`src/rtl/start_srl_fifo_pkg.sv`:
```
// start_srl_fifo_pkg: shared state type and sizing helpers for the multichannel SRL FIFO
package start_srl_fifo_pkg;

    typedef enum logic [1:0] {ST_EMPTY, ST_PARTIAL, ST_FULL} fifo_state_t;

    function automatic int occ_width(input int addr_width);
        return addr_width + 1;
    endfunction

    function automatic int slice_lo(input int chan, input int width);
        return chan * width;
    endfunction

endpackage

```
`src/rtl/start_srl_fifo_mc_shiftreg.sv`:
```
// start_srl_fifo_mc_shiftreg: unreset shift-register storage with addressed read, one per channel
module start_srl_fifo_mc_shiftreg #(
    parameter int DATA_WIDTH = 1,
    parameter int ADDR_WIDTH = 1
) (
    input  logic                  clk,
    input  logic                  we,
    input  logic [ADDR_WIDTH-1:0] addr,
    input  logic [DATA_WIDTH-1:0] din,
    output logic [DATA_WIDTH-1:0] dout
);

    logic [DATA_WIDTH-1:0] mem [2**ADDR_WIDTH];

    // shift every entry up by one and load the new word into entry 0
    always_ff @(posedge clk) begin
        if (we) begin
            mem[0] <= din;
            for (int i = 1; i < 2**ADDR_WIDTH; i++) mem[i] <= mem[i-1];
        end
    end

    assign dout = mem[addr];

endmodule

```
`src/rtl/start_srl_fifo_mc.sv`:
```
// start_srl_fifo_mc: independent first-word-fall-through SRL FIFOs, one per channel
module start_srl_fifo_mc
    import start_srl_fifo_pkg::*;
#(
    parameter int CHANNELS   = 4,
    parameter int DATA_WIDTH = 1,
    parameter int DEPTH      = 2,
    parameter int ADDR_WIDTH = 1,
    parameter int AF_LEVEL   = DEPTH - 1
) (
    input  logic                                           clk,
    input  logic                                           reset_n,
    input  logic [CHANNELS-1:0]                            if_write,
    input  logic [CHANNELS*DATA_WIDTH-1:0]                 if_din,
    output logic [CHANNELS-1:0]                            if_full_n,
    output logic [CHANNELS-1:0]                            if_almost_full_n,
    input  logic [CHANNELS-1:0]                            if_read,
    output logic [CHANNELS*DATA_WIDTH-1:0]                 if_dout,
    output logic [CHANNELS-1:0]                            if_empty_n,
    input  logic [CHANNELS-1:0]                            if_flush,
    output logic [CHANNELS*occ_width(ADDR_WIDTH)-1:0]      if_num_data
);

    localparam int NW = occ_width(ADDR_WIDTH);
    localparam logic [NW-1:0] DEPTH_C = NW'(DEPTH);
    localparam logic [NW-1:0] AF_C    = NW'(AF_LEVEL);

    for (genvar c = 0; c < CHANNELS; c++) begin : g_ch
        fifo_state_t     state_q, state_d;
        logic [NW-1:0]   cnt_q, cnt_d;
        logic            af_n_q, af_n_d;
        logic            push, pop;

        assign push = if_write[c] && state_q != ST_FULL;
        assign pop  = if_read[c] && state_q != ST_EMPTY;

        // next occupancy and state; flush discards everything and wins over push/pop
        always_comb begin
            cnt_d   = if_flush[c] ? '0 : cnt_q + NW'(push) - NW'(pop);
            state_d = cnt_d == '0 ? ST_EMPTY : cnt_d == DEPTH_C ? ST_FULL : ST_PARTIAL;
            af_n_d  = cnt_d < AF_C;
        end

        // occupancy, state and almost-full flag registers
        always_ff @(posedge clk or negedge reset_n) begin
            if (!reset_n) begin
                state_q <= ST_EMPTY;
                cnt_q   <= '0;
                af_n_q  <= AF_LEVEL > 0;
            end else begin
                state_q <= state_d;
                cnt_q   <= cnt_d;
                af_n_q  <= af_n_d;
            end
        end

        start_srl_fifo_mc_shiftreg #(
            .DATA_WIDTH(DATA_WIDTH),
            .ADDR_WIDTH(ADDR_WIDTH)
        ) u_sr (
            .clk (clk),
            .we  (push && !if_flush[c]),
            .addr(ADDR_WIDTH'(cnt_q - 1'b1)),
            .din (if_din[slice_lo(c, DATA_WIDTH) +: DATA_WIDTH]),
            .dout(if_dout[slice_lo(c, DATA_WIDTH) +: DATA_WIDTH])
        );

        assign if_full_n[c]                          = state_q != ST_FULL;
        assign if_empty_n[c]                         = state_q != ST_EMPTY;
        assign if_almost_full_n[c]                   = af_n_q;
        assign if_num_data[slice_lo(c, NW) +: NW]    = cnt_q;
    end

endmodule

```
`config.mk`:
```
export PLATFORM = sky130hd
export DESIGN_NAME = start_srl_fifo_mc
export DESIGN_NICKNAME = d
export VERILOG_FILES = /design/src/rtl/start_srl_fifo_pkg.sv /design/src/rtl/start_srl_fifo_mc_shiftreg.sv /design/src/rtl/start_srl_fifo_mc.sv
export SDC_FILE = /design/constraint.sdc
export NUM_CORES = 1
export LEC_CHECK = 0
export BUFFER_PORTS_ARGS = -buffer_cell sky130_fd_sc_hd__buf_2
export CORE_UTILIZATION = 50
export DETAILED_ROUTE_END_ITERATION = 7
export GPL_TIMING_DRIVEN = 1
export PLACE_DENSITY = 0.79
export RECOVER_POWER = 50
export SLEW_MARGIN = 20
export SYNTH_ARGS = -nofsm -noshare
export SYNTH_HDL_FRONTEND = slang
export SYNTH_SLANG_ARGS = --single-unit
```
`constraint.sdc`:
```
create_clock -name clk -period 5.4 [get_ports clk]
set_input_delay 0.54 -clock clk [delete_from_list [all_inputs] [get_ports clk]]
set_output_delay 0.54 -clock clk [all_outputs]
set_load 0.02 [all_outputs]
```
# Word level (Yosys, flattened, before mapping)
# Memory sizes are Yosys's and may differ from the RTL's.
# Cells that the tools add are included.
[classes]
n_reduce_logical = 24
muxes = 20
add_sub_neg = 12
order_cmp = 4
bitwise_logic = 0
div_mod_pow = 0
eq_ne = 8
n_shift = 0
mul = 0
[op_table]
columns = ["operator", "n"]
rows = [
  ["$mux W2", 12],
  ["$logic_and A1 B1 Y1", 12],
  ["$add A2 B1 Y2", 4],
  ["$eq A2 B2 Y1 const B", 4],
  ["$logic_not A2 Y1", 4],
  ["$lt A2 B1 Y1 const B", 4],
  ["$mux W1", 8],
  ["$ne A2 B2 Y1 const B", 4],
  ["$reduce_bool A2 Y1", 4],
  ["$sub A2 B1 Y2", 4],
  ["$logic_not A1 Y1", 4],
  ["$sub A1 B1 Y1 const B", 4],
]
[word_totals]
ramBits = 8
latch_bits = 0
output_inout_bits = 24
regBits = 20
word_cells = 84
memories = 4
romBits = 0
in_bits = 18
[memory_table]
columns = ["memory", "words", "word_bits", "read_ports", "rd_clocked_by_memory_dff", "write_ports", "line_no", "source"]
rows = [
  ["g_ch[0].u_sr.mem", 2, 1, 2, 0, 2, "start_srl_fifo_mc_shiftreg.sv:13", "logic [DATA_WIDTH-1:0] mem [2**ADDR_WIDTH];"],
  ["g_ch[1].u_sr.mem", 2, 1, 2, 0, 2, "start_srl_fifo_mc_shiftreg.sv:13", ""],
  ["g_ch[2].u_sr.mem", 2, 1, 2, 0, 2, "start_srl_fifo_mc_shiftreg.sv:13", ""],
  ["g_ch[3].u_sr.mem", 2, 1, 2, 0, 2, "start_srl_fifo_mc_shiftreg.sv:13", ""],
]

# Depth between registers and ports, before layout
[depth]
depth_word = 8
mapped_depth = 7
depth_no_buf = 7

# By module
# From an unflattened synthesis, not the netlist that was laid out.
[hier_totals]
hier_cells = 97
area_unflattened_um2 = 1227.4
[by_module_without_submodules]
columns = ["mod", "n_inst", "seq_area_each_um2", "area_each_um2", "cells_each"]
rows = [
  ["start_srl_fifo_mc", 1, 430.4, 927.1, 85],
  ["start_srl_fifo_mc_shiftreg", 4, 60.1, 75.1, 3],
]

# Least setup slack after synthesis
# No wires, ideal clock.
[synth_timing]
path_kind = "reg2reg"
from = "register g_ch[1].state_q[1]"
to = "register g_ch[1].af_n_q"
setup_ns = 0.077
required_ns = 5.323
stages_incl_launch_ff = 8
setup_slack_ns = 3.436
period_less_slack_ns = 1.964
path_buffers = 0
arrival_time_ns = 1.887
cell_sequence = "dfrtp_1 > or2_2 > and2_1 > ha_1 > inv_1 > ha_1 > xnor3_1 > a21o_1"
[synth_between]
word_cells_on_any_way = 8
cone_classes = "add/sub: 2; order compare: 1; eq/ne: 1; mux: 1; reduce/logical: 3"
[synth_rtl]
columns = ["item", "line_no", "source"]
rows = [
  ["start, declared", "start_srl_fifo_mc.sv:29", "fifo_state_t state_q, state_d;"],
  ["start signal, assigned", "start_srl_fifo_mc.sv:51", "state_q <= state_d;"],
  ["$reduce_bool A2 Y1", "n/a", ""],
  ["via if_empty_n[1]", "start_srl_fifo_mc.sv:19", "output logic [CHANNELS-1:0] if_empty_n,"],
  ["$logic_and A1 B1 Y1", "start_srl_fifo_mc.sv:35", "assign pop = if_read[c] && state_q != ST_EMPTY;"],
  ["$sub A2 B1 Y2", "start_srl_fifo_mc.sv:39", "cnt_d = if_flush[c] ? '0 : cnt_q + NW'(push) - NW'(pop);"],
  ["$mux W2", "start_srl_fifo_mc.sv:39", ""],
  ["$lt A2 B1 Y1", "start_srl_fifo_mc.sv:41", "af_n_d = cnt_d < AF_C;"],
  ["via g_ch[1].af_n_d", "start_srl_fifo_mc.sv:31", "logic af_n_q, af_n_d;"],
  ["end signal, assigned", "start_srl_fifo_mc.sv:49", "af_n_q <= AF_LEVEL > 0;"],
  ["end signal, assigned", "start_srl_fifo_mc.sv:53", "af_n_q <= af_n_d;"],
  ["end, declared", "start_srl_fifo_mc.sv:31", ""],
]
# The timed path passes the listed nets, and every way through them passes these cells.

# Final worst setup path
[layout_timing]
from = "register g_ch[2].state_q[0]"
to = "register g_ch[2].af_n_q"
[layout_between]
elab_chain_cells = 6
word_cells_on_any_way = 8
cone_classes = "add/sub: 2; order compare: 1; eq/ne: 1; mux: 1; reduce/logical: 3"
[layout_rtl]
columns = ["item", "line_no", "source"]
rows = [
  ["start, declared", "start_srl_fifo_mc.sv:29", ""],
  ["start signal, assigned", "start_srl_fifo_mc.sv:51", ""],
  ["$ne A2 B2 Y1", "start_srl_fifo_mc.sv:34", "assign push = if_write[c] && state_q != ST_FULL;"],
  ["$logic_and A1 B1 Y1", "start_srl_fifo_mc.sv:34", ""],
  ["$add A2 B1 Y2", "start_srl_fifo_mc.sv:39", ""],
  ["$sub A2 B1 Y2 (*)", "start_srl_fifo_mc.sv:39", ""],
  ["$mux W2 (*)", "start_srl_fifo_mc.sv:39", ""],
  ["$lt A2 B1 Y1 (*)", "start_srl_fifo_mc.sv:41", ""],
  ["via g_ch[2].af_n_d", "start_srl_fifo_mc.sv:31", ""],
  ["end signal, assigned", "start_srl_fifo_mc.sv:49", ""],
  ["end signal, assigned", "start_srl_fifo_mc.sv:53", ""],
  ["end, declared", "start_srl_fifo_mc.sv:31", ""],
]
# The timed path passes the listed nets; every way through them passes the cells marked *.

==> impl_metrics.json <==
{
  "fin_crit_sh_pct": 37.1,
  "hold_class": "in -> async",
  "synth_top_area_share_pct": 31.0,
  "avgSynthCellArea_sq_um": 12.9,
  "met2_usage_pct": 24.3,
  "finalWirelength_um": 1900,
  "use_met3_pct": 3.48,
  "timing.final.max_slew_violations": 0,
  "synth_area_leaders": "dfrtp_1 (31%), edfxtp_1 (19%), dfstp_2 (8.1%)",
  "synth-compound-area-share_pct": 2.33,
  "cts_tree": "done",
  "remaining_drc_errors": 0,
  "max_stage_delay_ns": 0.40,
  "synth_top_family_by_area": "simple AND/OR/NAND/NOR gates",
  "grt_max_degree": 21,
  "vias_per_cell": 4.78,
  "die-area_sq_mm": 0.00279,
  "ys_ff_latch": 28,
  "final_common_cell": "buf_2",
  "drt-pass1-iter-count": 2,
  "maxCapViolCount": 0,
  "vdd_ir_drop_max_mv": 0.348,
  "htreeDepth": 1,
  "fp-row-count": 18,
  "critPathSlowestCell": "dfrtp_1",
  "final_net_count": 164,
  "core_area_sq_mm": 0.00245,
  "first_global_vias": 725,
  "crit_cells": 7,
  "areaGrowthSynthToFinish_pct": 16.5,
  "final_cell_mix": "buf_2 (36), dfrtp_1 (16), nor2_1 (12)",
  "cp_num_buf_inv": 1,
  "skew_ns": 0.0100,
  "clkSinkCount": 28,
  "antenna_left": 0,
  "p_leak_nw": 0.789,
  "relSlewSlack_pct": 31.5,
  "min_period_ns": 2.00,
  "yosys.area.top_type": "dfrtp_1",
  "track_usage_pct": 14.9,
  "syn_nets": 126,
  "path_common_cell": "ha_1",
  "io_pins": 42,
  "syn_inst": 100,
  "worst_slew_pin_slew_ns": 1.03,
  "met1_usage_pct": 18.7,
  "crit_required_ns": 5.67,
  "outcome": "finished, final reports clean",
  "floorplan.die.width_um": 52.8,
  "tns_ns": 0,
  "end_kind": "flip-flop",
  "post-dp-hpwl_um": 1550,
  "hold_buffers": 0,
  "yosys.cell_types.count": 16,
  "worstPathArrival_ns": 2.27,
  "num_vias": 799,
  "setup_viol": 0,
  "start_util_pct": 52.6,
  "synth.mux.area_fraction_pct": 3.49,
  "clk_pin_slew_ns": 0.15,
  "powerDensity_mw_per_mm2": 611,
  "wl_per_cell_um": 11.4,
  "synthAdderAreaFrac_pct": 7.75,
  "grt_most_used_layer": "met2",
  "ys_warn_count": 0,
  "synth_area_sq_mm": 0.00129,
  "cts-resized-gates": 0,
  "critical_path_peak_fanout": 3,
  "overflow": 0,
  "crit_family": "simple AND/OR/NAND/NOR gates",
  "grt_pass1_wl_um": 2940,
  "crit_chain": "or2_2 -> and2_1 -> ha_1 -> inv_1 -> ha_1 -> xnor3_1 -> a21o_1",
  "antenna_found_initial": 0,
  "cts-root-buf": "clkbuf_4",
  "r2r_cells": 7,
  "finalNonFillerCells": 167,
  "rsz0062_at_grt": "no",
  "cts_setup_buffers": 0,
  "dp_cells": 163,
  "yosysSeqAreaShare_pct": 57.8,
  "drt_iter0_drc": 2,
  "cts_buffers": 3,
  "crit_path_start_kind": "flip-flop",
  "cts.path.max_buffers": 2,
  "max_freq_mhz": 499,
  "hold_viol": 0,
  "yosys.area_share.simple_pct": 14.7,
  "drive_gt1_share_pct": 38.0,
  "place.gp.congestion": 0.742,
  "hold_ws_ns": 0.359,
  "portBuffers": 41,
  "synth-xor-area-share_pct": 6.98,
  "path_class": "reg -> reg",
  "clk-insertion-delay-late_ns": 0.32,
  "n_antenna_cell": 0,
  "die_y_um": 52.8,
  "n_fill_cell": 214
}
==> state kept, by name, summed over array words and instances (netlist names) <==
register / flops
g_ch.af_n_q: 4
g_ch.u_sr.mem: 8
g_ch.cnt_q: 8
g_ch.state_q: 8
==> through the flow <==
step | total power, mW | utilization (%) | setup WS (ns) | area, sq um
finish | 0.919 | 61.3 | 3.40 | 1500
global route | 0.994 | 61.3 | 3.30 | 1500
CTS | 0.934 | 61.5 | 3.38 | 1510
detailed placement | 0.835 | 60.0 | 3.40 | 1470
global placement | 0.817 | 60.0 | 3.48 | 1470
floorplan | 0.729 | - | 3.44 | 1290
==> area by class of cell <==
class / instances / area, sq um / area share [%]
Sequential cell: 28 / 746 / 49.6
Tap cell: 30 / 37.5 / 2.50
Clock buffer: 4 / 36.3 / 2.41
Timing Repair Buffer: 41 / 199 / 13.2
Inverter: 8 / 30.0 / 2.00
Multi-Input combinational cell: 56 / 455 / 30.3
==> per-layer routing <==
metal	up-vias	part of all wire, %
met5	-	0
met4	0	0.79
met1	379	44
met2	19	52
li1	399	-
met3	2	3.7
==> worst paths after layout <==
check | from | to | slack [ns]
worst min-delay path | reset_n | g_ch[2].state_q[0]$_DFF_PN0_ | 0.36
worst max register to register | g_ch[2].state_q[0]$_DFF_PN0_ | g_ch[2].af_n_q$_DFF_PN1_ | 3.40
worst min register to register | g_ch[2].u_sr.mem[0]$_DFFE_PP_ | g_ch[2].u_sr.mem[1]$_DFFE_PP_ | 0.47
min in group clk | if_din[0] | g_ch[0].u_sr.mem[0]$_DFFE_PP_ | 0.38
worst max-delay path | g_ch[2].state_q[0]$_DFF_PN0_ | g_ch[2].af_n_q$_DFF_PN1_ | 3.40
max in group asynchronous | reset_n | g_ch[3].state_q[0]$_DFF_PN0_ | 4.42
==> synthesized netlist by cell type <==
library cell	instances
buf_4	8
ha_1	8
and3b_1	4
nor2_1	12
dfrtp_1	16
a21o_1	4
nand2_1	4
dfstp_2	4
inv_1	8
nand2b_1	4
nor3_1	4
and2_1	4
xnor3_1	4
edfxtp_1	8
mux2_2	4
or2_2	4
==> where the power goes <==
group | total [mW] | internal (mW) | switching (mW)
Combinational | 0.481 | 0.210 | 0.270
Sequential | 0.340 | 0.303 | 0.0376
Clock | 0.0978 | 0.0412 | 0.0567
==> logic make-up after synthesis <==
group                    after synthesis
AND/OR/NAND/NOR                       36
flip-flops                            28
buffers and inverters                 16
adder cells (fa/ha/maj)                8
AO/OA/AOI/OAI                          4
XOR/XNOR                               4
multiplexers                           4
Power figures use the tool's default switching activity.
